## src/rtl/issue_select_pipe_pkg.sv

```systemverilog
// Shared types and helpers for the issue-select stage.
//
// Contents:
//   rs_bank_idx_w  - bit width needed to index an RS bank of a given depth
//   age_t          - ROB-index age tag at the default width
//   issue_slot_t   - one issued output slot (valid, source index, payload)
//   rel_age        - age of a ROB index relative to the ROB head, modulo 2^width
package issue_select_pipe_pkg;

    localparam int unsigned DefAgeW    = 5;
    localparam int unsigned DefEntryW  = 64;
    localparam int unsigned DefEntries = 8;

    function automatic int rs_bank_idx_w(input int n);
        return (n <= 2) ? 1 : $clog2(n);
    endfunction

    localparam int DefIdxW = rs_bank_idx_w(DefEntries);

    typedef logic [DefAgeW-1:0] age_t;

    typedef struct packed {
        logic                 valid;
        logic [DefIdxW-1:0]   src_idx;
        logic [DefEntryW-1:0] payload;
    } issue_slot_t;

    // Distance from the ROB head; smaller means older. Wraps at 2^width.
    function automatic logic [31:0] rel_age(input logic [31:0] age,
                                            input logic [31:0] head,
                                            input int unsigned width);
        logic [31:0] mask;
        mask = (32'd1 << width) - 32'd1;
        return (age - head) & mask;
    endfunction

endpackage

```

## src/rtl/issue_select_pipe_age_oldest_pick.sv

```systemverilog
// Oldest-entry picker: one stage of the issue-select chain.
//
// Ports:
//   i_mask [N]        - entries eligible for this stage
//   i_rel  [N*AGE_W]  - relative age per entry (smaller is older)
//   o_pick [N]        - one-hot of the oldest eligible entry (all zero if none)
//   o_any             - at least one entry was eligible
module issue_select_pipe_age_oldest_pick #(
    parameter int unsigned N     = 8,
    parameter int unsigned AGE_W = 5
) (
    input  logic [N-1:0]       i_mask,
    input  logic [N*AGE_W-1:0] i_rel,
    output logic [N-1:0]       o_pick,
    output logic               o_any
);

    logic             w_found;
    logic [AGE_W-1:0] w_best;
    int               w_sel;

    always_comb begin
        w_found = 1'b0;
        w_best  = '0;
        w_sel   = 0;
        o_pick  = '0;
        // Strict less-than keeps the lowest index on equal ages.
        for (int i = 0; i < N; i++) begin
            if (i_mask[i] && (!w_found || (i_rel[i*AGE_W +: AGE_W] < w_best))) begin
                w_found = 1'b1;
                w_best  = i_rel[i*AGE_W +: AGE_W];
                w_sel   = i;
            end
        end
        o_pick[w_sel] = w_found;
        o_any         = w_found;
    end

endmodule

```

## src/rtl/issue_select_pipe.sv

```systemverilog
// Issue-select stage for one functional-unit class.
//
// Selects up to NUM_PORTS ready RS entries per cycle, oldest-first by ROB age,
// and latches them into per-port valid/ready output slots. A stalled slot holds
// its entry until the FU accepts it.
//
// Optional feature: define ISSUE_SELECT_PERF_EN to add saturating counters
// o_perf_issued (total grants) and o_perf_stall_cycles (cycles with a candidate
// but no free port).
//
// Ports:
//   i_clock         - clock, all state on posedge
//   i_reset         - synchronous active-low reset
//   i_flush         - mispredict flush, synchronous active-high
//   i_rs_valid      - RS entry occupied
//   i_rs_ready      - RS entry sources ready
//   i_rs_age        - ROB index per entry
//   i_rs_payload    - entry contents
//   i_rob_head      - current ROB head
//   o_rs_clear      - entries granted this cycle
//   o_out_valid     - slot holds an issued entry
//   i_out_ready     - FU accepts slot
//   o_out_payload   - issued entry per port
//   o_out_src_idx   - RS index per port
module issue_select_pipe
    import issue_select_pipe_pkg::*;
#(
    parameter int unsigned NUM_ENTRIES = 8,
    parameter int unsigned NUM_PORTS   = 2,
    parameter int unsigned ENTRY_W     = 64,
    parameter int unsigned AGE_W       = 5
) (
    input  logic                                            i_clock,
    input  logic                                            i_reset,
    input  logic                                            i_flush,
    input  logic [NUM_ENTRIES-1:0]                          i_rs_valid,
    input  logic [NUM_ENTRIES-1:0]                          i_rs_ready,
    input  logic [NUM_ENTRIES*AGE_W-1:0]                    i_rs_age,
    input  logic [NUM_ENTRIES*ENTRY_W-1:0]                  i_rs_payload,
    input  logic [AGE_W-1:0]                                i_rob_head,
    output logic [NUM_ENTRIES-1:0]                          o_rs_clear,
    output logic [NUM_PORTS-1:0]                            o_out_valid,
    input  logic [NUM_PORTS-1:0]                            i_out_ready,
    output logic [NUM_PORTS*ENTRY_W-1:0]                    o_out_payload,
    output logic [NUM_PORTS*rs_bank_idx_w(NUM_ENTRIES)-1:0] o_out_src_idx
`ifdef ISSUE_SELECT_PERF_EN
    ,
    output logic [31:0]                                     o_perf_issued,
    output logic [31:0]                                     o_perf_stall_cycles
`endif
);

    localparam int          IdxW  = rs_bank_idx_w(NUM_ENTRIES);
    localparam int unsigned RankW = (NUM_PORTS > 1) ? $clog2(NUM_PORTS) : 1;

    logic [NUM_PORTS-1:0]         r_valid;
    logic [ENTRY_W-1:0]           r_payload [NUM_PORTS];
    logic [IdxW-1:0]              r_src_idx [NUM_PORTS];

    logic [NUM_ENTRIES-1:0]       w_cand;
    logic [NUM_ENTRIES*AGE_W-1:0] w_rel;
    logic [NUM_ENTRIES-1:0]       w_avail    [NUM_PORTS];
    logic [NUM_ENTRIES-1:0]       w_pick     [NUM_PORTS];
    logic                         w_pick_any [NUM_PORTS];
    logic [NUM_PORTS-1:0]         w_free;
    logic                         w_grant_en;
    logic [RankW:0]               w_rank;
    logic [NUM_PORTS-1:0]         w_grant;
    logic [NUM_ENTRIES-1:0]       w_port_pick [NUM_PORTS];
    logic [ENTRY_W-1:0]           w_port_pay  [NUM_PORTS];
    logic [IdxW-1:0]              w_port_idx  [NUM_PORTS];
    logic [NUM_ENTRIES-1:0]       w_clear;

    assign w_cand     = i_rs_valid & i_rs_ready;
    assign w_free     = ~r_valid | i_out_ready;
    assign w_grant_en = i_reset & ~i_flush;

    for (genvar i = 0; i < NUM_ENTRIES; i++) begin : g_rel
        assign w_rel[i*AGE_W +: AGE_W] =
            AGE_W'(rel_age(32'(i_rs_age[i*AGE_W +: AGE_W]), 32'(i_rob_head), AGE_W));
    end

    // Stage k sees the candidates left after stages 0..k-1, so it finds the
    // k-th oldest.
    for (genvar k = 0; k < NUM_PORTS; k++) begin : g_chain
        if (k == 0) begin : g_first
            assign w_avail[k] = w_cand;
        end else begin : g_next
            assign w_avail[k] = w_avail[k-1] & ~w_pick[k-1];
        end

        issue_select_pipe_age_oldest_pick #(
            .N     (NUM_ENTRIES),
            .AGE_W (AGE_W)
        ) u_age_oldest_pick (
            .i_mask (w_avail[k]),
            .i_rel  (w_rel),
            .o_pick (w_pick[k]),
            .o_any  (w_pick_any[k])
        );
    end

    // The k-th free port (by index) takes the k-th oldest candidate.
    always_comb begin
        w_rank  = '0;
        w_grant = '0;
        w_clear = '0;
        for (int p = 0; p < NUM_PORTS; p++) begin
            w_port_pick[p] = '0;
            if (w_free[p]) begin
                if (w_grant_en && w_pick_any[w_rank[RankW-1:0]]) begin
                    w_grant[p]     = 1'b1;
                    w_port_pick[p] = w_pick[w_rank[RankW-1:0]];
                end
                w_rank = w_rank + (RankW+1)'(1);
            end
            w_clear = w_clear | w_port_pick[p];
        end
    end

    always_comb begin
        for (int p = 0; p < NUM_PORTS; p++) begin
            w_port_pay[p] = '0;
            w_port_idx[p] = '0;
            for (int i = 0; i < NUM_ENTRIES; i++) begin
                if (w_port_pick[p][i]) begin
                    w_port_idx[p] = IdxW'(i);
                end
                w_port_pay[p] = w_port_pay[p] |
                    ({ENTRY_W{w_port_pick[p][i]}} & i_rs_payload[i*ENTRY_W +: ENTRY_W]);
            end
        end
    end

    assign o_rs_clear = w_clear;

    always_ff @(posedge i_clock) begin
        if (!i_reset) begin
            r_valid <= '0;
            for (int p = 0; p < NUM_PORTS; p++) begin
                r_payload[p] <= '0;
                r_src_idx[p] <= '0;
            end
        end else begin
            for (int p = 0; p < NUM_PORTS; p++) begin
                if (w_grant[p]) begin
                    r_valid[p]   <= 1'b1;
                    r_payload[p] <= w_port_pay[p];
                    r_src_idx[p] <= w_port_idx[p];
                end else if (i_flush || i_out_ready[p]) begin
                    r_valid[p] <= 1'b0;
                end
            end
        end
    end

    assign o_out_valid = r_valid;

    for (genvar p = 0; p < NUM_PORTS; p++) begin : g_out
        assign o_out_payload[p*ENTRY_W +: ENTRY_W] = r_payload[p];
        assign o_out_src_idx[p*IdxW +: IdxW]       = r_src_idx[p];
    end

`ifdef ISSUE_SELECT_PERF_EN
    logic [31:0] r_perf_issued;
    logic [31:0] r_perf_stall;
    logic [32:0] w_issued_sum;
    logic        w_stall;

    assign w_issued_sum = {1'b0, r_perf_issued} + 33'($countones(w_grant));
    assign w_stall      = (|w_cand) && (w_free == '0);

    always_ff @(posedge i_clock) begin
        if (!i_reset) begin
            r_perf_issued <= '0;
            r_perf_stall  <= '0;
        end else begin
            r_perf_issued <= w_issued_sum[32] ? 32'hFFFF_FFFF : w_issued_sum[31:0];
            if (w_stall && (r_perf_stall != 32'hFFFF_FFFF)) begin
                r_perf_stall <= r_perf_stall + 32'd1;
            end
        end
    end

    assign o_perf_issued       = r_perf_issued;
    assign o_perf_stall_cycles = r_perf_stall;
`endif

endmodule

```

## config.mk

```make
export PLATFORM = sky130hd
export DESIGN_NAME = issue_select_pipe
export DESIGN_NICKNAME = d
export VERILOG_FILES = /design/src/rtl/issue_select_pipe_pkg.sv /design/src/rtl/issue_select_pipe_age_oldest_pick.sv /design/src/rtl/issue_select_pipe.sv
export SDC_FILE = /design/constraint.sdc
export NUM_CORES = 1
export LEC_CHECK = 0
export ABC_AREA = 1
export CAP_MARGIN = 20
export CORE_AREA = 5 5 276 278
export CTS_CLUSTER_DIAMETER = 80
export DETAILED_ROUTE_END_ITERATION = 10
export DIE_AREA = 0 0 281 283
export SKIP_LAST_GASP = 1
export SLEW_MARGIN = 25
export SYNTH_ARGS = -nofsm -noshare
export SYNTH_HDL_FRONTEND = slang
export SYNTH_SLANG_ARGS = --single-unit
```

## constraint.sdc

```tcl
create_clock -name i_clock -period 28 [get_ports i_clock]
set_clock_uncertainty 0.1 [all_clocks]
set_input_delay 5.6 -clock i_clock [delete_from_list [all_inputs] [get_ports i_clock]]
set_output_delay 5.6 -clock i_clock [all_outputs]
set_load 0.005 [all_outputs]
```

# == Yosys cells after proc, flatten, opt, wreduce, memory -nomap -nowiden ==
# Memory sizes are Yosys's and may differ from the RTL's.
# Index checks and enable logic that the tools add are counted.
# word_totals
ff_bits,2
latchBits,0
ram_bits,134
romBits,0
inputBits,578
memories,2
# mem_list
name,words,word_bits,rd,rd_ports_with_merged_regs,wr,line,text
r_payload,2,64,2,0,2,issue_select_pipe.sv:57,logic [ENTRY_W-1:0] r_payload [NUM_PORTS];
r_src_idx,2,3,2,0,2,issue_select_pipe.sv:58,logic [IdxW-1:0] r_src_idx [NUM_PORTS];
# classes
n_addsub,8
n_mul,0
div_mod_pow,0
magnitude_cmp,19
n_eq_ne,0
n_shift,0
muxes,92
n_bitwise,45
reduce_logical,50
# op_table
operator,n
$and A64 B64 Y64,16
$or A64 B64 Y64,14
$mux W64,2
$lt A5 B5 Y1,14
$mux W5,14
$mux W8,7
$mux W3,18
$mux W1,41
$sub A5 B5 Y5,8
$and A8 B8 Y8,4
$logic_and A1 B1 Y1,18
$logic_or A1 B1 Y1,16
$mux W2,8
$logic_not A1 Y1,14
$lt A3 B4 Y1 const B,2
$not A8 Y8,1
$or A8 B8 Y8,1
$demux W1 S3,2
$ge A3 B1 Y1 const B,2
$or A1 B1 Y1,4
$reduce_bool A2 Y1,2
$ge A2 B2 Y1 const B,1
$not A1 Y2,1
$not A2 Y2,1
other kinds (3),3

# == Depth between registers and ports, before layout ==
# logic_depth
ltp_word,85
ltp_mapped,153
depth_no_buf,146

# == Hierarchy ==
# From an unflattened synthesis, not the netlist that was laid out.
# hier_totals
hier_cells,2666
hier_area_um2,16201.8
# by_module_without_submodules
mod,n_inst,cells_each,area_per_inst_um2,seq_area_each_um2
issue_select_pipe,1,2212,13664.4,4063.9
issue_select_pipe_age_oldest_pick,2,227,1268.7,0.0

# == Worst setup path before layout ==
# Ideal clock, no wire load.
# synth_path
kind,input to output
startpoint,input i_rob_head[1]
endpoint,output o_rs_clear[5]
t_arrival_ns,22.906
setup_slack_ns,-0.606
stages,138
path_cell_list,inv_1 > fa_1 > nand2_1 > a21oi_1 > nor2_1 > xor2_1 > nand2_1 > ha_1 > nand2_1 > inv_1 > a21oi_2 > nand2_1 > nand2_2 > nand2_2 > o21ai_0 > ha_1 > a21oi_1 > nor2_1 > (+102 left out) > nand2_2 > buf_6 > nand2_1 > o21ai_0 > ha_1 > a21oi_1 > nor2_1 > a211oi_1 > nand2_1 > nand2_2 > nand2_4 > nand2_4 > nand2_4 > o21ai_4 > nand2_2 > buf_6 > buf_8 > nand2_2
# synth_between
elab_chain_cells,77
word_cells_on_any_way,133
# synth_rtl
item,line,text
start: declaration,issue_select_pipe.sv:40,"input logic [AGE_W-1:0] i_rob_head,"
$sub A5 B5 Y5,issue_select_pipe_pkg.sv:34,return (age - head) & mask;
$mux W5,issue_select_pipe_age_oldest_pick.sv:29,if (i_mask[i] && (!w_found || (i_rel[i*AGE_W +: AGE_W] < w_best))) begin
$lt A5 B5 Y1,issue_select_pipe_age_oldest_pick.sv:29,
$logic_or A1 B1 Y1,issue_select_pipe_age_oldest_pick.sv:29,
$logic_and A1 B1 Y1,issue_select_pipe_age_oldest_pick.sv:29,
$mux W5 or $mux W1 (tied branches),issue_select_pipe_age_oldest_pick.sv:29,
$lt A5 B5 Y1 or $logic_not A1 Y1 (tied branches),issue_select_pipe_age_oldest_pick.sv:29,
$logic_or A1 B1 Y1,issue_select_pipe_age_oldest_pick.sv:29,
(+59 left out),--,
$logic_and A1 B1 Y1 (not written as such),issue_select_pipe_age_oldest_pick.sv:35,o_pick[w_sel] = w_found;
$mux W1 (not written as such),issue_select_pipe_age_oldest_pick.sv:35,
$demux W1 S3,--,
$and A8 B8 Y8 (no source line),--,
$mux W8 (not written as such) (3 in series),issue_select_pipe.sv:113,w_port_pick[p] = w_pick[w_rank[RankW-1:0]];
$mux W8,issue_select_pipe.sv:111,if (w_grant_en && w_pick_any[w_rank[RankW-1:0]]) begin
$mux W8,issue_select_pipe.sv:110,if (w_free[p]) begin
$or A8 B8 Y8 (*),issue_select_pipe.sv:117,w_clear = w_clear | w_port_pick[p];
end: declaration,issue_select_pipe.sv:41,"output logic [NUM_ENTRIES-1:0] o_rs_clear,"
# Mark *: on every way between the ends. The rest lies on a longest branch, timed or not. The select of a mux whose other input is x is not followed.

# == Worst setup path after layout ==
# layout_path
startpoint,input i_rs_age[0]
endpoint,output o_rs_clear[0]
# layout_between
elab_chain_cells,77
word_cells_on_any_way,126
# layout_rtl
item,line,text
start: declaration,issue_select_pipe.sv:38,"input logic [NUM_ENTRIES*AGE_W-1:0] i_rs_age,"
$sub A5 B5 Y5 (*),issue_select_pipe_pkg.sv:34,
$mux W5,issue_select_pipe_age_oldest_pick.sv:29,
$lt A5 B5 Y1,issue_select_pipe_age_oldest_pick.sv:29,
$logic_or A1 B1 Y1,issue_select_pipe_age_oldest_pick.sv:29,
$logic_and A1 B1 Y1,issue_select_pipe_age_oldest_pick.sv:29,
$mux W5 or $mux W1 (tied branches),issue_select_pipe_age_oldest_pick.sv:29,
$lt A5 B5 Y1 or $logic_not A1 Y1 (tied branches),issue_select_pipe_age_oldest_pick.sv:29,
$logic_or A1 B1 Y1,issue_select_pipe_age_oldest_pick.sv:29,
(+59 left out),--,
$logic_and A1 B1 Y1 (not written as such),issue_select_pipe_age_oldest_pick.sv:35,
$mux W1 (not written as such),issue_select_pipe_age_oldest_pick.sv:35,
$demux W1 S3,--,
$and A8 B8 Y8 (no source line),--,
$mux W8 (not written as such) (3 in series),issue_select_pipe.sv:113,
$mux W8,issue_select_pipe.sv:111,
$mux W8,issue_select_pipe.sv:110,
$or A8 B8 Y8 (*),issue_select_pipe.sv:117,
# Marks and branches as above.

==> impl_metrics.json <==
{
  "cts.path.max_buffers": 2,
  "gp_congestion": 0.918,
  "final_common_cell": "clkdlybuf4s50_1",
  "yosys_warnings": 0,
  "maxCapViolCount": 0,
  "dieArea_mm2": 0.0795,
  "final.period_utilization_pct": 102,
  "drtPass1Iterations": 7,
  "crit_type": "primary input to output port",
  "drc": 0,
  "syn_avg_cell_area_um2": 6.93,
  "syn-num-nets": 3143,
  "syn_to_final_growth_pct": 61.5,
  "cp_data_required_time_ns": 22.30,
  "cts_tree": "yes",
  "place_ws_ns": -1.97,
  "crit_path_frequent_cell": "nand2_2",
  "ys_types": 49,
  "tightest_slew_ns": 1.06,
  "seqPwrFrac_pct": 20.1,
  "clock_sinks": 136,
  "rows": 100,
  "hold_path_class": "flop to flop",
  "layout-drive-gt1-share_pct": 19.6,
  "leakage_nw": 11.9,
  "ys_seq_elements": 136,
  "final_cell_mix": "clkdlybuf4s50_1, nand2_1, nand3_1, inv_1, nor2_1",
  "drt-initial-drc-count": 2207,
  "cp.arrival_ns": 22.90,
  "first_global_vias": 20900,
  "ios": 722,
  "hold_violations": 0,
  "critPathLaunchType": "primary input",
  "die_x_um": 281,
  "die_y_um": 283,
  "routed_via_density": 5.14,
  "finalNonFillerCells": 4279,
  "ctsHoldBuffers": 0,
  "grtUsageTotal_pct": 25.0,
  "setup_violations": 8,
  "p_sw_uw": 658,
  "clockPowerShare_pct": 16.5,
  "num_vias": 22000,
  "io_buffers": 721,
  "ant_nets": 0,
  "synth_ff_type": "edfxtp_1",
  "comb_power_share_pct": 63.4,
  "final_nets": 3960,
  "cp_slowest_stage_delay_ns": 0.39,
  "relSlewSlack_pct": 29.1,
  "grt_start_max_net_pins": 128,
  "globalRoute.busiestLayer": "met2",
  "final_max_slew_viol_count": 0,
  "async_reset_ff_share_pct": 0,
  "grt_use_met1_pct": 31.7,
  "power_mw": 1.46,
  "max_freq_ghz": 0.0350,
  "cts_made_buffers": 17,
  "violations": "setup timing",
  "cts_root_buf": "clkbuf_16",
  "met3_usage_pct": 6.41,
  "wl_um": 107000,
  "dp_hpwl_um": 75200,
  "antenna_found_initial": 20,
  "synth_cells": 2469,
  "grt_overflow": 0,
  "yosysSeqAreaShare_pct": 23.7,
  "peakVddDrop_v": 0.0000411,
  "min_period_ns": 28.60,
  "netSwitchingFraction_pct": 45.0,
  "status": "finished, violations left",
  "post-route-util_pct": 37.5,
  "crit_path_top_delay_cell": "fa_2",
  "final_design_area_no_fill_mm2": 0.0277,
  "fin_ws_ns": -0.597,
  "rsz0062_at_grt": "yes",
  "core_mm2": 0.0737,
  "grt_pass1_wl_um": 147000,
  "start_util_pct": 23.2,
  "htreeDepth": 4,
  "clk_pin_slew_ns": 0.09,
  "synth_edf_count": 134,
  "cp-end-kind": "output port",
  "powerDensity_mw_per_mm2": 52.9,
  "clk_latency_ns": 0.51,
  "crit_fanout": 8,
  "intPower_uw": 805,
  "syn_area_mm2": 0.0171,
  "use_met2_pct": 39.7,
  "placed_area_mm2": 0.0257,
  "wl_per_cell_um": 25.0,
  "dpl.cell_count": 4175
}
logic make-up after synthesis:
logic type / Yosys count / synth area share [%]
compound gates: 374 / 14.8
fa+ha+maj: 96 / 7.37
simple gates: 1395 / 39.1
flops: 136 / 23.7
xor+xnor: 30 / 1.53
buf+inv: 438 / 13.4
worst max-delay path, delay by kind of cell:
family                     cells  cell delay [ns]
buffers and inverters          9             0.88
and+or+nand+nor               80             6.95
xor gates and xnor gates       1             0.22
AOI/OAI and AO/OA             37             5.00
adders and majority gates     16             4.25
flip-flops by register name, summed over array words and instances (netlist names):
register     count
r_payload      128
r_src_idx        6
o_out_valid      2
per-stage QoR:
step | setup TNS, ns | hold WS, ns
detailed placement | -14.01 | 0.549
floorplan | 0 | 0.509
global placement | -10.48 | 0.549
CTS | -4.43 | 0.568
finish | -4.10 | 0.567
global route | -13.99 | 0.628
final timing paths:
check	startpoint	endpoint	slack, ns	depth (start not counted)
worst max-delay path	i_rs_age[0]	o_rs_clear[0]	-0.60	143
worst min-delay path	o_out_valid[1]$_SDFFE_PN0P_	o_out_valid[1]$_SDFFE_PN0P_	0.57	4
worst max register to register	o_out_valid[0]$_SDFFE_PN0P_	r_payload[0][70]$_SDFFCE_PN0P_	22.92	18
worst min register to register	o_out_valid[1]$_SDFFE_PN0P_	o_out_valid[1]$_SDFFE_PN0P_	0.57	4
repair_timing:
action                                  CTS  global route
pin swaps                                17            97
endpoints found under the setup margin    8             8
gates resized for setup                  81           173
gates cloned                              0             9
setup buffers                            15            37
synthesized netlist by cell type, types with 7 or more instances:
cell       count  share of area, %
buf_8          7              0.61
a21oi_1       57               1.7
o21ai_1       47               1.4
nor2_2        39               1.4
nor2_1       264               5.8
nand3_1      328               9.6
a22o_1        11              0.56
nand2_1      567                12
o221ai_1      15              0.77
nand2_2       51               1.9
buf_4         10              0.44
a211oi_1      17              0.75
edfxtp_1     134                24
o21ai_2        9              0.46
buf_6         21               1.4
nand4_1       27              0.99
o21ai_0       86               2.5
o2111ai_1     40               2.0
inv_1        276               6.1
xor2_1        24               1.2
ha_1          88               6.4
nand2_4       18               1.2
a221oi_1      71               3.6
clkinv_1      12              0.26
clkbuf_1      56               1.2
buf_2          9              0.26
nand3_2       94               5.5
fa_1           8              0.94
clkbuf_8      25               2.0
area by class of cell:
type,count,area [um^2]
antenna,11,27.5
clock buffer,19,433
clock inverter,13,123
fill,7709,46000
inverter,293,1110
multi-input combinational,1903,11800
sequential,136,4060
tap,969,1210
timing repair buffer,935,8910
routing by layer:
metal	vias up	wire length [um]	part of all wire [%]
met4	10	5230	4.9
met2	1420	48400	45
met5	-	70	0.065
li1	10100	-	-
met3	291	11200	10
met1	10200	42100	39
power by group through the flow:
stage / registers [mW] / logic, mW / clock network (mW)
detailed placement: 0.298 / 0.803 / 0
floorplan: 0.302 / 0.412 / 0
global placement: 0.298 / 0.802 / 0
finish: 0.294 / 0.927 / 0.242
global route: 0.297 / 0.989 / 0.253
CTS: 0.294 / 0.825 / 0.249
No activity file was read; power rests on OpenSTA's default activity.
